[config.mk]
export PLATFORM = sky130hd
export DESIGN_NAME = cu_decode_queue
export DESIGN_NICKNAME = d
export VERILOG_FILES = /design/src/rtl/cu_pkg.sv /design/src/rtl/cu_decode.sv /design/src/rtl/cu_decode_queue.sv
export SDC_FILE = /design/constraint.sdc
export NUM_CORES = 1
export LEC_CHECK = 0
export ABC_CLOCK_PERIOD_IN_PS = 5080
export BUFFER_PORTS_ARGS = -buffer_cell sky130_fd_sc_hd__buf_2
export CORE_MARGIN = 5
export CORE_UTILIZATION = 55
export CTS_CLUSTER_DIAMETER = 100
export CTS_CLUSTER_SIZE = 30
export DETAILED_ROUTE_END_ITERATION = 8
export GPL_TIMING_DRIVEN = 0
export PLACE_DENSITY = 0.76
export SETUP_SLACK_MARGIN = 0.15
export SLEW_MARGIN = 25
export SYNTH_ARGS = -nofsm -noshare
export SYNTH_HDL_FRONTEND = slang
export SYNTH_SLANG_ARGS = --single-unit
[constraint.sdc]
create_clock -name clk -period 5.08 [get_ports clk]
set_input_delay 1.27 -clock clk [delete_from_list [all_inputs] [get_ports clk]]
set_output_delay 1.27 -clock clk [all_outputs]
set_load 0.01 [all_outputs]
[src/rtl/cu_pkg.sv]
// ============================================================================
// Module      : cu_pkg
// Description : Control-word type, source/condition enums and opcode constants
//               shared by the decode queue and its decoder.
// Revision    : 1.0 - initial release
// ============================================================================
`default_nettype none

package cu_pkg;

    typedef enum logic [2:0] {
        WR_NONE = 3'd0,
        WR_ALU  = 3'd1,
        WR_REG  = 3'd2,
        WR_MEM  = 3'd3,
        WR_IMM  = 3'd4
    } write_register_src_t;

    typedef enum logic [1:0] {
        WM_NONE = 2'd0,
        WM_REG  = 2'd1
    } write_memory_src_t;

    typedef enum logic [1:0] {
        JMP_NONE = 2'd0,
        JMP_SEQ  = 2'd1,
        JMP_REL  = 2'd2,
        JMP_ABS  = 2'd3
    } jump_src_t;

    typedef enum logic [2:0] {
        JC_ALWAYS = 3'd0,
        JC_C1     = 3'd1,
        JC_C2     = 3'd2,
        JC_C3     = 3'd3,
        JC_C4     = 3'd4,
        JC_C5     = 3'd5,
        JC_C6     = 3'd6,
        JC_C7     = 3'd7
    } jump_condition_t;

    typedef struct packed {
        logic                halt;
        logic                rsrc1_special;
        logic                rdest_special;
        logic                alu_b_use_immediate;
        write_register_src_t wr_src;
        write_memory_src_t   wm_src;
        jump_src_t           jmp_src;
        jump_condition_t     jump_cond;
    } control_signal_t;

    localparam logic [7:0] OP_NOP  = 8'h00;
    localparam logic [7:0] OP_HLT  = 8'h03;
    localparam logic [7:0] OP_JMPR = 8'h20;
    localparam logic [7:0] OP_JMPA = 8'h40;
    localparam logic [7:0] OP_CPY  = 8'h90;
    localparam logic [7:0] OP_CPYI = 8'hB0;
    localparam logic [7:0] OP_STOA = 8'hD0;
    localparam logic [7:0] OP_LODA = 8'hD1;

endpackage

`default_nettype wire

[src/rtl/cu_decode.sv]
// ============================================================================
// Module      : cu_decode
// Description : Purely combinational opcode -> control word / ALU op / illegal.
// Revision    : 1.0 - initial release
// ============================================================================
`default_nettype none

module cu_decode
    import cu_pkg::*;
#(
    parameter int OPCODE_W = 8,
    parameter int ALU_OP_W = 4
) (
    input  logic [OPCODE_W-1:0] opcode_i,
    output control_signal_t     ctrl_o,
    output logic [ALU_OP_W-1:0] alu_op_o,
    output logic                illegal_o
);

    logic w_hi_bits;

    generate
        if (OPCODE_W > 8) begin : g_wide
            assign w_hi_bits = |opcode_i[OPCODE_W-1:8];
        end else begin : g_narrow
            assign w_hi_bits = 1'b0;
        end
    endgenerate

    always_comb begin
        ctrl_o    = '0;
        alu_op_o  = '0;
        illegal_o = 1'b0;
        case (opcode_i[7:0])
            OP_NOP:  ;
            OP_HLT:  ctrl_o.halt    = 1'b1;
            OP_JMPR: ctrl_o.jmp_src = JMP_REL;
            OP_JMPA: ctrl_o.jmp_src = JMP_ABS;
            8'h80, 8'h81, 8'h82, 8'h84, 8'h86, 8'h87, 8'h88, 8'h89, 8'h8A: begin
                ctrl_o.wr_src = WR_ALU;
                alu_op_o      = ALU_OP_W'(opcode_i[3:0]);
            end
            OP_CPY:  ctrl_o.wr_src = WR_REG;
            8'hA0, 8'hA1: begin
                ctrl_o.alu_b_use_immediate = 1'b1;
                ctrl_o.wr_src              = WR_ALU;
                alu_op_o                   = ALU_OP_W'(opcode_i[3:0]);
            end
            OP_CPYI: ctrl_o.wr_src = WR_IMM;
            8'hB2, 8'hB3, 8'hB4, 8'hB5: begin
                ctrl_o.jmp_src   = JMP_REL;
                ctrl_o.jump_cond = jump_condition_t'(opcode_i[2:0]);
            end
            OP_STOA: ctrl_o.wm_src = WM_REG;
            OP_LODA: ctrl_o.wr_src = WR_MEM;
            default: illegal_o = 1'b1;
        endcase
        // Any set bit above the base 8-bit opcode space overrides the table.
        if (illegal_o || w_hi_bits) begin
            ctrl_o      = '0;
            ctrl_o.halt = 1'b1;
            alu_op_o    = '0;
            illegal_o   = 1'b1;
        end
    end

endmodule

`default_nettype wire

[src/rtl/cu_decode_queue.sv]
// ============================================================================
// Module      : cu_decode_queue
// Description : Valid/ready opcode decoder feeding a DEPTH-entry control FIFO
//               with a latched halt. Optional trap: CU_ILLEGAL_TRAP_EN.
// Revision    : 1.0 - initial release
// ============================================================================
`default_nettype none

module cu_decode_queue
    import cu_pkg::*;
#(
    parameter int OPCODE_W = 8,
    parameter int ADDR_W   = 16,
    parameter int DEPTH    = 4,
    parameter int ALU_OP_W = 4
) (
    input  logic                       clk,
    input  logic                       rst,
    input  logic                       in_valid,
    output logic                       in_ready,
    input  logic [OPCODE_W-1:0]        in_opcode,
    input  logic [ADDR_W-1:0]          in_addr,
    output logic                       out_valid,
    input  logic                       out_ready,
    output logic [13:0]                out_ctrl,
    output logic [ALU_OP_W-1:0]        out_alu_op,
    output logic [ADDR_W-1:0]          out_addr,
    input  logic                       flush,
    input  logic                       resume,
    output logic                       halted,
`ifdef CU_ILLEGAL_TRAP_EN
    output logic                       illegal,
    output logic [OPCODE_W-1:0]        illegal_opcode,
`endif
    output logic [$clog2(DEPTH+1)-1:0] level
);

    localparam int PTR_W = $clog2(DEPTH);
    localparam int LVL_W = $clog2(DEPTH+1);

    control_signal_t     w_dec_ctrl;
    control_signal_t     w_entry;
    logic [ALU_OP_W-1:0] w_dec_alu;
    logic                w_dec_illegal;

    cu_decode #(
        .OPCODE_W (OPCODE_W),
        .ALU_OP_W (ALU_OP_W)
    ) u_decode (
        .opcode_i  (in_opcode),
        .ctrl_o    (w_dec_ctrl),
        .alu_op_o  (w_dec_alu),
        .illegal_o (w_dec_illegal)
    );

    always_comb begin
        w_entry      = w_dec_ctrl;
        w_entry.halt = w_dec_ctrl.halt | w_dec_illegal;
    end

    control_signal_t     ctrl_mem [DEPTH];
    logic [ALU_OP_W-1:0] alu_mem  [DEPTH];
    logic [ADDR_W-1:0]   addr_mem [DEPTH];

    logic [PTR_W-1:0] wr_ptr_q, wr_ptr_d;
    logic [PTR_W-1:0] rd_ptr_q, rd_ptr_d;
    logic [LVL_W-1:0] level_q,  level_d;
    logic             halted_q, halted_d;

    logic w_full, w_empty, w_push, w_pop;

    assign w_full    = (level_q == LVL_W'(DEPTH));
    assign w_empty   = (level_q == '0);
    assign in_ready  = !w_full && !halted_q && !flush;
    assign out_valid = !w_empty;
    assign w_push    = in_valid && in_ready;
    assign w_pop     = out_valid && out_ready;

    assign out_ctrl   = w_empty ? 14'd0 : ctrl_mem[rd_ptr_q];
    assign out_alu_op = w_empty ? '0 : alu_mem[rd_ptr_q];
    assign out_addr   = w_empty ? '0 : addr_mem[rd_ptr_q];
    assign halted     = halted_q;
    assign level      = level_q;

    // DEPTH is a power of two, so plain increments wrap the pointers.
    always_comb begin
        wr_ptr_d = wr_ptr_q;
        rd_ptr_d = rd_ptr_q;
        level_d  = level_q;
        if (flush) begin
            wr_ptr_d = '0;
            rd_ptr_d = '0;
            level_d  = '0;
        end else begin
            if (w_push) wr_ptr_d = wr_ptr_q + 1'b1;
            if (w_pop)  rd_ptr_d = rd_ptr_q + 1'b1;
            case ({w_push, w_pop})
                2'b10:   level_d = level_q + 1'b1;
                2'b01:   level_d = level_q - 1'b1;
                default: level_d = level_q;
            endcase
        end
    end

    // A halting accept wins over a coincident resume.
    always_comb begin
        halted_d = halted_q;
        if (resume)                    halted_d = 1'b0;
        if (w_push && w_entry.halt)    halted_d = 1'b1;
    end

    always_ff @(posedge clk or posedge rst) begin
        if (rst) begin
            wr_ptr_q <= '0;
            rd_ptr_q <= '0;
            level_q  <= '0;
            halted_q <= 1'b0;
        end else begin
            wr_ptr_q <= wr_ptr_d;
            rd_ptr_q <= rd_ptr_d;
            level_q  <= level_d;
            halted_q <= halted_d;
        end
    end

    always_ff @(posedge clk) begin
        if (w_push) begin
            ctrl_mem[wr_ptr_q] <= w_entry;
            alu_mem[wr_ptr_q]  <= w_dec_alu;
            addr_mem[wr_ptr_q] <= in_addr;
        end
    end

`ifdef CU_ILLEGAL_TRAP_EN
    logic                illegal_q, illegal_d;
    logic [OPCODE_W-1:0] illegal_opcode_q, illegal_opcode_d;

    always_comb begin
        illegal_d        = illegal_q;
        illegal_opcode_d = illegal_opcode_q;
        if (resume) begin
            illegal_d        = 1'b0;
            illegal_opcode_d = '0;
        end
        if (w_push && w_dec_illegal && (!illegal_q || resume)) begin
            illegal_d        = 1'b1;
            illegal_opcode_d = in_opcode;
        end
    end

    always_ff @(posedge clk or posedge rst) begin
        if (rst) begin
            illegal_q        <= 1'b0;
            illegal_opcode_q <= '0;
        end else begin
            illegal_q        <= illegal_d;
            illegal_opcode_q <= illegal_opcode_d;
        end
    end

    assign illegal        = illegal_q;
    assign illegal_opcode = illegal_opcode_q;
`endif

endmodule

`default_nettype wire
; Yosys cells after proc, flatten, opt, wreduce, memory -nomap -nowiden
; Memories as Yosys holds them, arrays and structs flattened.
; Cells that the tools add are included.
[word_totals]
elab_cells = 80
ff_bits = 8
in_bits = 30
memories = 3
mem_bits_rw = 136
[memory_table]
columns = memory, depth, width, rd, rd_clocked_by_memory_dff, wr, line_no
row1 = addr_mem, 4, 16, 1, 0, 1, cu_decode_queue.sv:63  ; logic [ADDR_W-1:0] addr_mem [DEPTH];
row2 = ctrl_mem, 4, 14, 1, 0, 1, cu_decode_queue.sv:61  ; control_signal_t ctrl_mem [DEPTH];
row3 = alu_mem, 4, 4, 1, 0, 1, cu_decode_queue.sv:62  ; logic [ALU_OP_W-1:0] alu_mem [DEPTH];
[op_classes]
reduce_logical = 20
eq_ne = 25
addsub = 4
mux = 23
bitwise = 1
[op_table]
columns = operator, n
row1 = "8-bit equality test, second input constant", 19
row2 = 14-bit two-way mux, 2
row3 = 23-bit OR reduction, 1
row4 = 16-bit two-way mux, 1
row5 = 4-bit two-way mux, 3
row6 = 3-bit one-hot mux with 4 select lines, 1
row7 = 11-bit OR reduction, 1
row8 = "8-bit by 2-bit equality test with 1-bit output, second input constant", 1
row9 = "8-bit by 6-bit equality test with 1-bit output, second input constant", 1
row10 = "8-bit by 7-bit equality test with 1-bit output, second input constant", 1
row11 = 8-bit zero test, 1
row12 = 1-bit two-way mux, 8
row13 = 2-bit two-way mux, 4
row14 = 3-bit two-way mux, 2
row15 = 3-bit one-hot mux with 2 select lines, 1
row16 = 2-bit nonzero test, 3
row17 = 1-bit logical AND, 5
row18 = 5-bit OR reduction, 1
row19 = "2-bit by 1-bit adder with 2-bit output, second input constant", 2
row20 = 1-bit zero test, 4
row21 = 2-bit one-hot mux with 2 select lines, 1
row22 = 4-bit OR reduction, 1
row23 = "3-bit by 1-bit adder with 3-bit output, second input constant", 1
row24 = "3-bit equality test, second input constant", 1
row25 = 7 further kinds, 7

; Longest topological paths before layout
[depth]
word_depth = 8
ltp_mapped = 8
depth_no_buf = 7

; Hierarchy
; Synthesis repeated with hierarchy kept, for this count alone.
[unflattened]
hier_cells = 330
area_unflattened_um2 = 6089.6
[by_module_without_submodules]
columns = module, cells_per_inst, area_each_um2, instances
row1 = cu_decode_queue, 273, 5695.5, 1
row2 = cu_decode, 57, 394.1, 1

; Worst setup path before layout
; No wires, ideal clock.
[synth_timing]
path_kind = input-to-reg
start = in flush
end = mem addr_mem[0][0], enable pin
required_time_ns = 4.689
setup_time_ns = 0.391
path_buffers = 1
arrival_time_ns = 2.698
cell_stages = 3
path_slack_ns = 1.992
path_cell_list = a2111oi_4 > buf_4 > and2_1
[synth_between]
elab_chain_len = 5
[synth_lines]
columns = element, line_no
row1 = start: declaration, cu_decode_queue.sv:28  ; input logic flush,
row2 = 1-bit zero test, cu_decode_queue.sv:74  ; assign in_ready = !w_full && !halted_q && !flush;
row3 = 1-bit logical AND, cu_decode_queue.sv:74
row4 = 1-bit logical AND, cu_decode_queue.sv:76  ; assign w_push = in_valid && in_ready;
row5 = 1-bit two-way mux, cu_decode_queue.sv:127  ; if (w_push) begin
row6 = 1-bit two-way mux (not written as such), cu_decode_queue.sv:130  ; addr_mem[wr_ptr_q] <= in_addr;
row7 = end: declaration, cu_decode_queue.sv:63
; Every way passes these cells.

; Final worst setup path
[layout_timing]
start = reg rd_ptr_q[0]
end = out out_ctrl[1]
[layout_between]
elab_chain_len = 2
[layout_lines]
columns = element, line_no
row1 = start: declaration, cu_decode_queue.sv:66  ; logic [PTR_W-1:0] rd_ptr_q, rd_ptr_d;
row2 = start signal: assignment, cu_decode_queue.sv:120  ; rd_ptr_q <= rd_ptr_d;
row3 = memory 4 x 14 bit, -
row4 = 14-bit two-way mux, cu_decode_queue.sv:79  ; assign out_ctrl = w_empty ? 14'd0 : ctrl_mem[rd_ptr_q];
row5 = end: declaration, cu_decode_queue.sv:25  ; output logic [13:0] out_ctrl,
; Every way passes these cells.

==> flow_summary.yaml <==
outcome:
  outcome: "finished, final reports clean"
clock_network:
  clk_pin_slew_ns: 0.06
  clock_tree.buffer_depth: 2
  ctsResizeCount: 0
  insertion_delay_ns: 0.51
  cts_made_buffers: 17
  cts.sinks: 132
  root_buffer: "clkbuf_8"
  cts_tree: "built"
  post_cts.repair.setup_buffers: 0
  cts_max_level: 4
  holdBufCountCts: 0
timing:
  maxSlewViolCount: 0
  relSlewSlack_pct: 53.9
  final_hold_viol_count: 0
  fin_crit_ns: 3.58
  setup-tns-final_ns: 0
  fin_crit_sh_pct: 70.6
  whs_ns: 0.603
  setup_violations: 0
  fmax_mhz: 279
  finClkSkew_ns: 0.00764
  worst_pin_slew_ns: 0.691
  rsz0062_at_grt: "no"
worst_setup_path:
  start_kind: "flip-flop"
  cp_cell_sequence: "buf_2 -> buf_2 -> mux4_2 -> and2_1 -> buf_2"
  slowest_delay_ns: 0.58
  cp_common_cell: "buf_2"
  critPathMaxFanout: 10
  critPathSlowestCell: "mux4_2"
  worstPathRequired_ns: 3.81
  end_kind: "output pin"
  critical_path_class: "reg2out"
  cp.arrival_ns: 2.31
finish:
  seqCellArea_mm2: 0.00392
  layout-drive-gt1-share_pct: 36.9
  n_antenna_cell: 0
  multi_input_comb_area_mm2: 0.00149
  nFillCells: 662
  syn2layout_area_growth_pct: 20.9
  fin_nets: 420
power:
  peakVddDrop_mv: 0.235
  p_per_area_mw_per_mm2: 495
  power_leakage_nw: 2.37
grt:
  grt_overflow: 0
  grt_max_degree: 23
  grt.total_usage_pct: 18.0
  antenna_found_initial: 1
  first_global_vias: 2951
  grt_pass1_wl_mm: 15.6
detailed_routing:
  wl_mm: 9.91
  ant_nets: 0
  num_vias: 2875
  drtPass1Iterations: 5
  wl_per_cell_um: 18.7
  dr.first_iter.drc_count: 164
  drcViolationCount: 0
  drt-vias-per-instance: 5.41
synth:
  ys_seq_area_share_pct: 71.2
  synth_cell_types: 43
  yosys_most_used_dff: "edfxtp_1"
  synth.ff_latch_count: 132
  syn-instance-count: 296
  synth_area_mm2: 0.00551
  async_flop_share_pct: 6.06
  syn_area_per_cell_um2: 18.6
  synth-edff-count: 124
  yosysWarnings: 0
placed_design:
  dpl.hpwl_mm: 6.70
  portBuffers: 64
  gp_congestion: 0.737
min_path:
  hold_path.class: "reg2reg"
floorplan:
  boundaryPins: 70
  die_x_um: 110
  start_util_pct: 56.4
  rows: 36
  die_y_um: 110
  fp.dieArea_mm2: 0.0121
  core_mm2: 0.00977
job:
  drv_cap: 0
## critical path: cells and delay by family (launching register included)
kind / cells / cell delay [ns]
flip-flops: 1 / 0.32
multiplexers: 1 / 0.58
buffers and inverters: 3 / 0.70
AND/OR/NAND/NOR: 1 / 0.20
## flip-flops by register name, summed over array words and instances (netlist names)
signal / cells
rd_ptr_q: 2
wr_ptr_q: 2
ctrl_mem: 44
addr_mem: 64
level: 3
alu_mem: 16
halted: 1
## through the flow
stage,total power [W],setup slack [ns],instances,utilization [%],instance area [um^2]
3_3_place_gp,0.00220,1.26,495,61.5,6010
2_1_floorplan,0.00191,1.99,298,-,5520
4_1_cts,0.00335,1.43,531,68.2,6660
3_5_place_dp,0.00224,1.71,499,62.5,6110
5_1_grt,0.00348,1.36,531,68.2,6660
6_report,0.00330,1.50,531,68.2,6660
## routing by layer
metal	GRT usage [%]	share of wire (%)	vias up
met3	6.41	7.1	10
met1	23.5	41	1429
met5	0	0.071	-
li1	-	-	1345
met4	5.72	0.96	2
met2	28.8	51	89
## synth_stat cells (2+ instances only)
cell,count,area (um^2)
edfxtp_1,124,3720
buf_1,2,7.51
o31ai_1,2,15.0
nand3_1,2,10.0
clkbuf_1,7,26.3
nor3b_1,5,37.5
nor2_1,9,33.8
buf_2,6,30.0
dfrtp_1,8,200
buf_4,4,30.0
nor3_1,6,30.0
nand2_1,5,18.8
ha_1,4,50.1
and2_1,40,250
a211oi_1,3,22.5
or3_1,2,12.5
xor2_1,3,26.3
nor2b_1,2,12.5
nand2b_1,5,31.3
mux4_2,31,698
inv_1,4,15.0
## logic make-up after synthesis
family	count (synthesis)	share of synthesized area, %
compound gates	14	2.54
xor+xnor	5	0.931
fa+ha+maj	5	1.27
buf+inv	23	1.97
flops	132	71.2
mux	34	13.3
other cells	1	0.0680
simple gates	82	8.78
## placed cells by master (no fill, tap or decap), drive strengths merged, types with 3 or more instances in the layout
cell and count:
dfrtp 8, clkbuf 24, clkinvlp 4, buf 80
inv 4, nor2 10, xor2 4, nor3 6
mux4 31, nand2 6, clkinv 9, conb 3
and2 40, edfxtp 124, nand2b 5, nor3b 5
ha 4, a211oi 3
## power breakdown
part           leakage [nW]  total [W]  internal [W]  switching (W)
sequential             1.23    0.00130       0.00126      0.0000371
clock                 0.260    0.00111      0.000689       0.000422
combinational         0.875   0.000892      0.000428       0.000464
total                  2.37    0.00330       0.00238       0.000923
## path summary, 6_finish.rpt
check / startpoint / end / slack (ns) / cells past startpoint
max: rd_ptr_q[0] / out_ctrl[1] / 1.50 / 5
min: wr_ptr_q[0] / wr_ptr_q[0] / 0.60 / 1
min in group asynchronous: rst / halted / 0.72 / 2
max reg2reg: level[0] / level[2] / 2.46 / 8
min reg2reg: wr_ptr_q[0] / wr_ptr_q[0] / 0.60 / 1
max in group asynchronous: rst / level[0] / 4.11 / 2
## layout make-up
cell class / instances / share of cell area, %
Clock buffer: 17 / 6.22
Inverter: 4 / 0.225
Buffer: 19 / 1.41
Clock inverter: 15 / 2.12
Multi-Input combinational cell: 143 / 22.4
Sequential cell: 132 / 58.9
Timing Repair Buffer: 68 / 6.23
Tap cell: 133 / 2.50
No activity file was read; power rests on OpenSTA's default activity.
